==> src/rtl/mux_sel_serializer_if.sv <==
// Load/serial handshake bundle for mux_sel_serializer.
// slave = serializer side, master = upstream/downstream side.
interface mux_sel_serializer_if;
    logic       load_valid;
    logic [7:0] load_data;
    logic       load_ready;
    logic [7:0] data_hold;
    logic [2:0] sel;
    logic       ser_bit;
    logic       ser_valid;
    logic       ser_ready;
    logic       ser_last;
    logic       ser_parity;
    logic       busy;

    modport slave (
        input  load_valid, load_data, ser_ready,
        output load_ready, data_hold, sel, ser_bit, ser_valid, ser_last, ser_parity, busy
    );

    modport master (
        output load_valid, load_data, ser_ready,
        input  load_ready, data_hold, sel, ser_bit, ser_valid, ser_last, ser_parity, busy
    );
endinterface

==> src/rtl/mux_sel_serializer.sv <==
// Parallel-to-serial sequencer driving the 8:1 bit-select mux (data_hold + sel).
// Define SERIAL_PARITY_EN to append an even-parity beat after the 8 data beats.
module mux_sel_serializer #(
    parameter bit MSB_FIRST = 1'b0
) (
    input  logic                 clk,
    input  logic                 rst_n,
    mux_sel_serializer_if.slave  bus
);
    localparam logic [2:0] START_IDX = MSB_FIRST ? 3'd7 : 3'd0;
    localparam logic [2:0] END_IDX   = MSB_FIRST ? 3'd0 : 3'd7;

`ifdef SERIAL_PARITY_EN
    typedef enum logic [1:0] {IDLE, SHIFT, PARITY} state_t;
`else
    typedef enum logic [1:0] {IDLE, SHIFT} state_t;
`endif

    state_t     state;
    logic [7:0] data_hold;
    logic [2:0] sel;
    logic       ser_bit;

    always_ff @(posedge clk or negedge rst_n) begin
        if (!rst_n) begin
            state     <= IDLE;
            data_hold <= 8'h00;
            sel       <= 3'b000;
        end else begin
            case (state)
                IDLE: begin
                    if (bus.load_valid) begin
                        data_hold <= bus.load_data;
                        sel       <= START_IDX;
                        state     <= SHIFT;
                    end
                end
                SHIFT: begin
                    if (bus.ser_ready) begin
                        // sel parks on the end index; it never wraps inside a word
                        if (sel == END_IDX) begin
`ifdef SERIAL_PARITY_EN
                            state <= PARITY;
`else
                            state <= IDLE;
`endif
                        end else begin
                            sel <= MSB_FIRST ? sel - 3'd1 : sel + 3'd1;
                        end
                    end
                end
`ifdef SERIAL_PARITY_EN
                PARITY: begin
                    if (bus.ser_ready) state <= IDLE;
                end
`endif
                default: state <= IDLE;
            endcase
        end
    end

    always_comb begin
        ser_bit = 1'b0;
        case (state)
            SHIFT:   ser_bit = data_hold[sel];
`ifdef SERIAL_PARITY_EN
            PARITY:  ser_bit = ^data_hold;
`endif
            default: ser_bit = 1'b0;
        endcase
    end

    // Status outputs depend only on registered state/sel, never on the handshake inputs.
    assign bus.load_ready = (state == IDLE);
    assign bus.ser_valid  = (state != IDLE);
    assign bus.busy       = (state != IDLE);
    assign bus.data_hold  = data_hold;
    assign bus.sel        = sel;
    assign bus.ser_bit    = ser_bit;
`ifdef SERIAL_PARITY_EN
    assign bus.ser_last   = (state == PARITY);
    assign bus.ser_parity = (state == PARITY);
`else
    assign bus.ser_last   = (state == SHIFT) && (sel == END_IDX);
    assign bus.ser_parity = 1'b0;
`endif
endmodule

==> src/flat_wrapper.sv <==
// flat-port wrapper written by rule: the top's interface ports become plain ports
module mux_sel_serializer_flat 
#(
    parameter bit MSB_FIRST = 1'b0
)
  (clk, rst_n, bus_load_valid, bus_load_data, bus_ser_ready, bus_load_ready, bus_data_hold, bus_sel, bus_ser_bit, bus_ser_valid, bus_ser_last, bus_ser_parity, bus_busy);
  mux_sel_serializer_if bus_i ();
  input  logic clk;
  input  logic rst_n;
  input wire logic [$bits(bus_i.load_valid)-1:0] bus_load_valid;
  input wire logic [$bits(bus_i.load_data)-1:0] bus_load_data;
  input wire logic [$bits(bus_i.ser_ready)-1:0] bus_ser_ready;
  output wire logic [$bits(bus_i.load_ready)-1:0] bus_load_ready;
  output wire logic [$bits(bus_i.data_hold)-1:0] bus_data_hold;
  output wire logic [$bits(bus_i.sel)-1:0] bus_sel;
  output wire logic [$bits(bus_i.ser_bit)-1:0] bus_ser_bit;
  output wire logic [$bits(bus_i.ser_valid)-1:0] bus_ser_valid;
  output wire logic [$bits(bus_i.ser_last)-1:0] bus_ser_last;
  output wire logic [$bits(bus_i.ser_parity)-1:0] bus_ser_parity;
  output wire logic [$bits(bus_i.busy)-1:0] bus_busy;
  assign bus_i.load_valid = bus_load_valid;
  assign bus_i.load_data = bus_load_data;
  assign bus_i.ser_ready = bus_ser_ready;
  assign bus_load_ready = bus_i.load_ready;
  assign bus_data_hold = bus_i.data_hold;
  assign bus_sel = bus_i.sel;
  assign bus_ser_bit = bus_i.ser_bit;
  assign bus_ser_valid = bus_i.ser_valid;
  assign bus_ser_last = bus_i.ser_last;
  assign bus_ser_parity = bus_i.ser_parity;
  assign bus_busy = bus_i.busy;
  mux_sel_serializer #(.MSB_FIRST(MSB_FIRST)) u_core (.clk(clk), .rst_n(rst_n), .bus(bus_i));
endmodule
==> config.mk <==
export PLATFORM = sky130hd
export DESIGN_NAME = mux_sel_serializer_flat
export DESIGN_NICKNAME = d
export VERILOG_FILES = /design/src/rtl/mux_sel_serializer_if.sv /design/src/rtl/mux_sel_serializer.sv /design/src/flat_wrapper.sv
export SDC_FILE = /design/constraint.sdc
export NUM_CORES = 1
export LEC_CHECK = 0
export ABC_CLOCK_PERIOD_IN_PS = 2600
export BUFFER_PORTS_ARGS = -buffer_cell sky130_fd_sc_hd__buf_4
export CAP_MARGIN = 10
export CORE_MARGIN = 10
export CORE_UTILIZATION = 30
export DETAILED_ROUTE_END_ITERATION = 10
export HOLD_SLACK_MARGIN = 0.06
export MAX_ROUTING_LAYER = met4
export PLACE_DENSITY = 0.65
export SETUP_SLACK_MARGIN = 0.3
export SLEW_MARGIN = 20
export SYNTH_ARGS = -nofsm -noshare
export SYNTH_HDL_FRONTEND = slang
export SYNTH_SLANG_ARGS = --single-unit
==> constraint.sdc <==
create_clock -name clk -period 2.6 [get_ports clk]
set_clock_uncertainty 0.05 [all_clocks]
set_input_delay 0.39 -clock clk [delete_from_list [all_inputs] [get_ports clk]]
set_output_delay 0.39 -clock clk [all_outputs]
set_load 0.1 [all_outputs]
==> results of run 1 <==
state kept, by name, indices dropped and copies added, names as in the netlist:
name	cells
u_core.bus.data_hold	8
u_core.bus.sel	3
u_core.state	1
layout make-up:
type | count | area, sq um | area share
sequential | 12 | 320 | 0.364
clock buffer | 3 | 22.5 | 0.0256
tap | 27 | 33.8 | 0.0384
inverter | 2 | 7.51 | 0.00853
timing repair buffer | 28 | 213 | 0.242
multi-input combinational | 31 | 283 | 0.321
synthesized netlist by cell type:
master / instances / share of area
ha_1: 2 / 0.042
and2_1: 1 / 0.010
o21ai_0: 3 / 0.025
a21oi_1: 1 / 0.0084
buf_2: 1 / 0.0084
mux2_2: 9 / 0.17
inv_1: 2 / 0.013
dfrtp_1: 12 / 0.50
nor2_1: 2 / 0.013
buf_4: 2 / 0.025
conb_1: 1 / 0.0063
nand2_1: 3 / 0.019
mux2i_1: 3 / 0.050
mux4_1: 1 / 0.044
o31ai_1: 1 / 0.013
nand2b_1: 1 / 0.010
a311oi_1: 1 / 0.015
nor2b_1: 1 / 0.010
xnor2_1: 1 / 0.015
cell families (layout without fill, tap and decap cells):
family,Yosys count,count (layout),synth area share
fa+ha+maj,2,2,0.0419
compound gates,6,6,0.0608
simple gates,8,8,0.0629
other cells,1,1,0.00628
xor+xnor,1,1,0.0147
buf+inv,5,33,0.0461
mux,13,13,0.264
flops,12,12,0.503
through the flow:
step / setup WS (ns) / hold slack (ns)
after floorplan: 0.134 / 0.0444
after global placement: 0.680 / 0.189
after detailed placement: 0.654 / 0.191
after CTS: 0.353 / 0.233
after global routing: 0.317 / 0.248
final: 0.365 / 0.246
repair_timing:
item	in CTS	in global routing
setup endpoints to repair	0	0
hold buffers	1	0
endpoints found under the hold margin	12	0
cells in the final DEF (no fill, tap or decap):
cell type,instances
nor2b_1,1
inv_1,2
o21ai_0,3
nand2b_1,1
buf_4,27
and2_1,1
a21oi_1,1
clkbuf_4,3
dlygate4sd3_1,1
conb_1,1
dfrtp_4,2
xnor2_1,1
nand2_1,3
mux2_2,9
mux4_2,1
o31ai_1,1
mux2i_1,3
dfrtp_2,10
nor2_1,2
a311oi_4,1
ha_1,2
metal layers:
layer  share of wire  global-route usage  vias up
met5               0                   -        -
met4          0.0039              0.0321        0
met3           0.064              0.0275        2
met2            0.45               0.119       20
met1            0.48              0.0847      231
li1                -                   -      220
worst min-delay path by stage:
stage | to
after global placement | u_core.bus.sel[1]
after floorplan | u_core.bus.data_hold[0]
final | u_core.state[0]
after global routing | u_core.state[0]
after detailed placement | u_core.bus.data_hold[2]
after CTS | u_core.state[0]
worst reg2reg max path: stages (launching register included):
cell and delay [ns]:
dfrtp_2 0.45, nor2b_1 0.55, mux2_2 0.42
==> summary.txt, run 1 <==
Place
  • DP Area: 847 sq um
  • RD Place Congestion: 0.712
  • Detailed placement HPWL: 1240 um
  • Dpl cells: 99
  • Number of port buffers: 27

Logic synthesis
  • Post-Syn Nets: 62
  • Cell count after synthesis: 48
  • #FFs+latches synth: 12
  • YS warnings: 0
  • Avg Synthesized Cell Area: 12.4 sq um
  • Mapped cell area: 597 sq um
  • Sequential cell area fraction in the yosys report: 0.503
  • Post-synth cell types: 19

Status
  • Status: complete, no violations

Floorplanning
  • Row count: 16
  • Starting Density: 0.311
  • Die width: 64.6 um
  • Chip height: 64.6 um
  • Die area: 0.00417 sq mm
  • # IOs: 29
  • Core area: 0.00192 sq mm

STA
  • Fmax achieved: 448 MHz
  • # setup viols final: 0
  • Worst-Margin Slew: 0.673 ns
  • Setup TNS: 0 ns
  • RSZ-0062 raised after global routing: no
  • Final period util: 0.859
  • Fin. max-slew vios: 0
  • Final Hold Fails: 0
  • Slew margin rel.: 0.550
  • Min cycle time layout: 2.23 ns

Critical path
  • CP Launch Point: u_core.bus.sel[1]
  • Critical path's slowest cell: dfrtp_4
  • CP max stage delay: 0.53 ns
  • RR Startpoint: u_core.state[0]
  • Kind of cell adding the most delay to the critical path: flip-flops
  • Worst-path cell chain: mux4_2 > nor2_1 > a311oi_4 > buf_4
  • Critical Path Start Type: flip-flop
  • Worst R2R Path Depth: 2
  • RR Endpoint: u_core.bus.data_hold[4]
  • Critical path depth in cells: 4
  • Worst EP required: 2.16 ns
  • Worst Path Max Fanout: 7
  • Critical path class: flip-flop to primary output
  • Crit. End Element: primary output
  • Crit path buffers/inverters: 1
  • CP Capture Point: bus_ser_bit
  • Worst R2R Setup Slack: 1.01 ns
  • WP data arrival: 1.79 ns

Layout
  • Filler cell count: 197
  • Area growth, synth to finish: 47.4%
  • Share of cells above drive strength 1: 0.697
  • Fin util: 0.458
  • Diodes inserted: 0
  • Final non-filler cell area: 880 sq um
  • Final std cells w/o fill: 103
  • Final layout net count: 92

Routing
  • Wire per inst: 14.8 um
  • Via-to-Cell Ratio: 4.59
  • Pre-Repair DR Iteration Count: 4
  • First DRT Iteration DRCs: 4
  • Antenna Nets Post-Route: 0
  • Post-Route WL: 1530 um
  • Residual DRC count: 0
  • Vias: 473

Clocking
  • H-tree depth: 1
  • Clock Pin Slew Worst Setup and Hold Paths: 0.07 ns
  • Clock tree buffer depth: 2
  • Total CTS buffers: 3
  • Post-CTS setup repair buffer count: 0
  • CTS tree: done
  • Skew-Pair Late Insertion Delay: 0.26 ns
  • Resized Gates After CTS: 0
  • Clk root buf: clkbuf_4
  • # clock sinks: 12

Hold path
  • Hold path cells: 2
  • Min-delay src: bus_ser_ready
  • Hold Path Class: input pin to flip-flop

Global route
  • GR Overflow Total: 0
  • Initial antenna violation count: 0
  • Vias in the first global route: 559
  • First-pass GRT wire length: 2510 um
  • Largest net degree at the start of global routing: 13
  • GRT Util Overall: 0.0758

Run
  • Max cap viols: 0
Power of run 1 is not shown: default switching activity piles up to over one toggle a cycle in this logic, so the estimate is an artifact.
==> inputs of run 2 (changes only) <==
REMOVE_ABC_BUFFERS = 1   (was default)
==> summary.txt, run 2 (synthesis results as in run 1) <==
Status
  • Status: complete, no violations

STA
  • Fmax achieved: 461 MHz
  • Min Hold Slack: 0.255 ns
  • Fin. max-slew vios: 0
  • Min cycle time layout: 2.17 ns
  • Final Hold Fails: 0
  • Final period util: 0.835
  • Slew margin rel.: 0.541
  • RSZ-0062 raised after global routing: no
  • Worst-Margin Slew: 0.687 ns
  • # setup viols final: 0

Layout
  • Diodes inserted: 0
  • Most common cell after layout, fill and taps aside: buf_4
  • Largest regs: u_core.bus.data_hold: 8 flops, u_core.bus.sel: 3 flops, u_core.state: 1 flops
  • Flip-flop count of the largest register after layout: 8
  • Reg with most FFs: u_core.bus.data_hold
  • Final layout net count: 92
  • Share of cells above drive strength 1: 0.513
  • Area growth, synth to finish: 41.7%
  • Final non-filler cell area: 846 sq um
  • Commonest cells after routing, fill and taps aside: 27 x buf_4, 12 x dfrtp_1, 9 x mux2_2
  • Filler cell count: 191

Clocking
  • Clock Pin Slew Worst Setup and Hold Paths: 0.07 ns
  • H-tree depth: 1
  • Total CTS buffers: 3
  • CTS tree: done
  • Clock tree buffer depth: 2
  • Skew-Pair Late Insertion Delay: 0.26 ns
  • Clk root buf: clkbuf_4
  • # clock sinks: 12

Routing
  • Antenna Nets Post-Route: 0
  • Residual DRC count: 0
  • Vias: 468
  • First DRT Iteration DRCs: 1
  • Pre-Repair DR Iteration Count: 4
  • Post-Route WL: 1460 um
  • Wire per inst: 14.2 um
  • Via-to-Cell Ratio: 4.54

Floorplanning
  • Row count: 16
  • Core area: 0.00192 sq mm
  • Chip height: 64.6 um
  • Die area: 0.00417 sq mm
  • # IOs: 29
  • Die width: 64.6 um
  • Starting Density: 0.311

Critical path
  • Critical path class: flip-flop to primary output
  • Worst Path Max Fanout: 7
  • Worst EP required: 2.16 ns
  • Crit. End Element: primary output
  • WP data arrival: 1.73 ns
  • Critical Path Start Type: flip-flop

Global route
  • GRT Util Overall: 0.0717
  • GR Overflow Total: 0
  • Vias in the first global route: 558
  • Initial antenna violation count: 0
  • First-pass GRT wire length: 2390 um
  • Largest net degree at the start of global routing: 13

Place
  • RD Place Congestion: 0.757
  • DP Area: 813 sq um
  • Detailed placement HPWL: 1190 um
  • Number of port buffers: 27

Hold path
  • Hold Path Class: input pin to flip-flop

Run
  • Max cap viols: 0
run 2: cell types whose count changed in the layout (fill, tap and decap cells not counted):
cell      change
a311oi_4      -1
mux4_1        +1
mux4_2        -1
dfrtp_1      +12
a311oi_1      +1
dfrtp_2      -10
dfrtp_4       -2
run 2: what timing repair did:
action / CTS / global route
gates resized for setup: 0 / 0
hold buffers: 1 / 0
buffers inserted: 0 / 0
endpoints found under the hold margin: 12 / 0
run 2: final timing paths:
check / startpoint / end / slack, ns / cells after the start
max in group asynchronous: rst_n / u_core.bus.sel[2] / 1.90 / 2
setup reg to reg: u_core.state[0] / u_core.bus.data_hold[6] / 1.01 / 2
setup / recovery: u_core.bus.sel[1] / bus_ser_bit / 0.43 / 4
hold reg to reg: u_core.bus.data_hold[1] / u_core.bus.data_hold[1] / 0.49 / 1
min in group asynchronous: rst_n / u_core.bus.data_hold[3] / 0.44 / 2
hold / removal: bus_ser_ready / u_core.state[0] / 0.25 / 2
run 2: layout make-up:
type	instances	area, sq um	area share
clock buffer	3	22.5	0.0266
sequential	12	300	0.355
timing repair buffer	28	213	0.251
multi-input combinational	31	269	0.318
tap	27	33.8	0.0399
inverter	2	7.51	0.00888
run 2: through the flow:
| stage | cells | TNS (ns) | utilization | setup WS [ns] |
|---|---|---|---|---|
| after global placement | 99 | 0 | 0.423 | 0.779 |
| after detailed placement | 99 | 0 | 0.423 | 0.729 |
| after CTS | 103 | 0 | 0.440 | 0.432 |
| after global routing | 103 | 0 | 0.440 | 0.331 |
| after floorplan | 45 | -4.10 | - | -1.99 |
| final | 103 | 0 | 0.440 | 0.430 |
run 2: worst max-delay path, stage by stage (launching register included):
cell and delay [ns]:
dfrtp_1 0.46, mux4_1 0.57, nor2_1 0.12, a311oi_1 0.06
buf_4 0.26
run 2: metal layers:
layer,part of all wire,global-route usage,wire (um),vias to the layer above
li1,-,-,-,224
met1,0.50,0.0905,727,223
met2,0.41,0.103,603,21
met3,0.089,0.0309,130,0
met4,0,0.0160,0,0
met5,0,-,0,-
Power of run 2 is left out for the same reason.
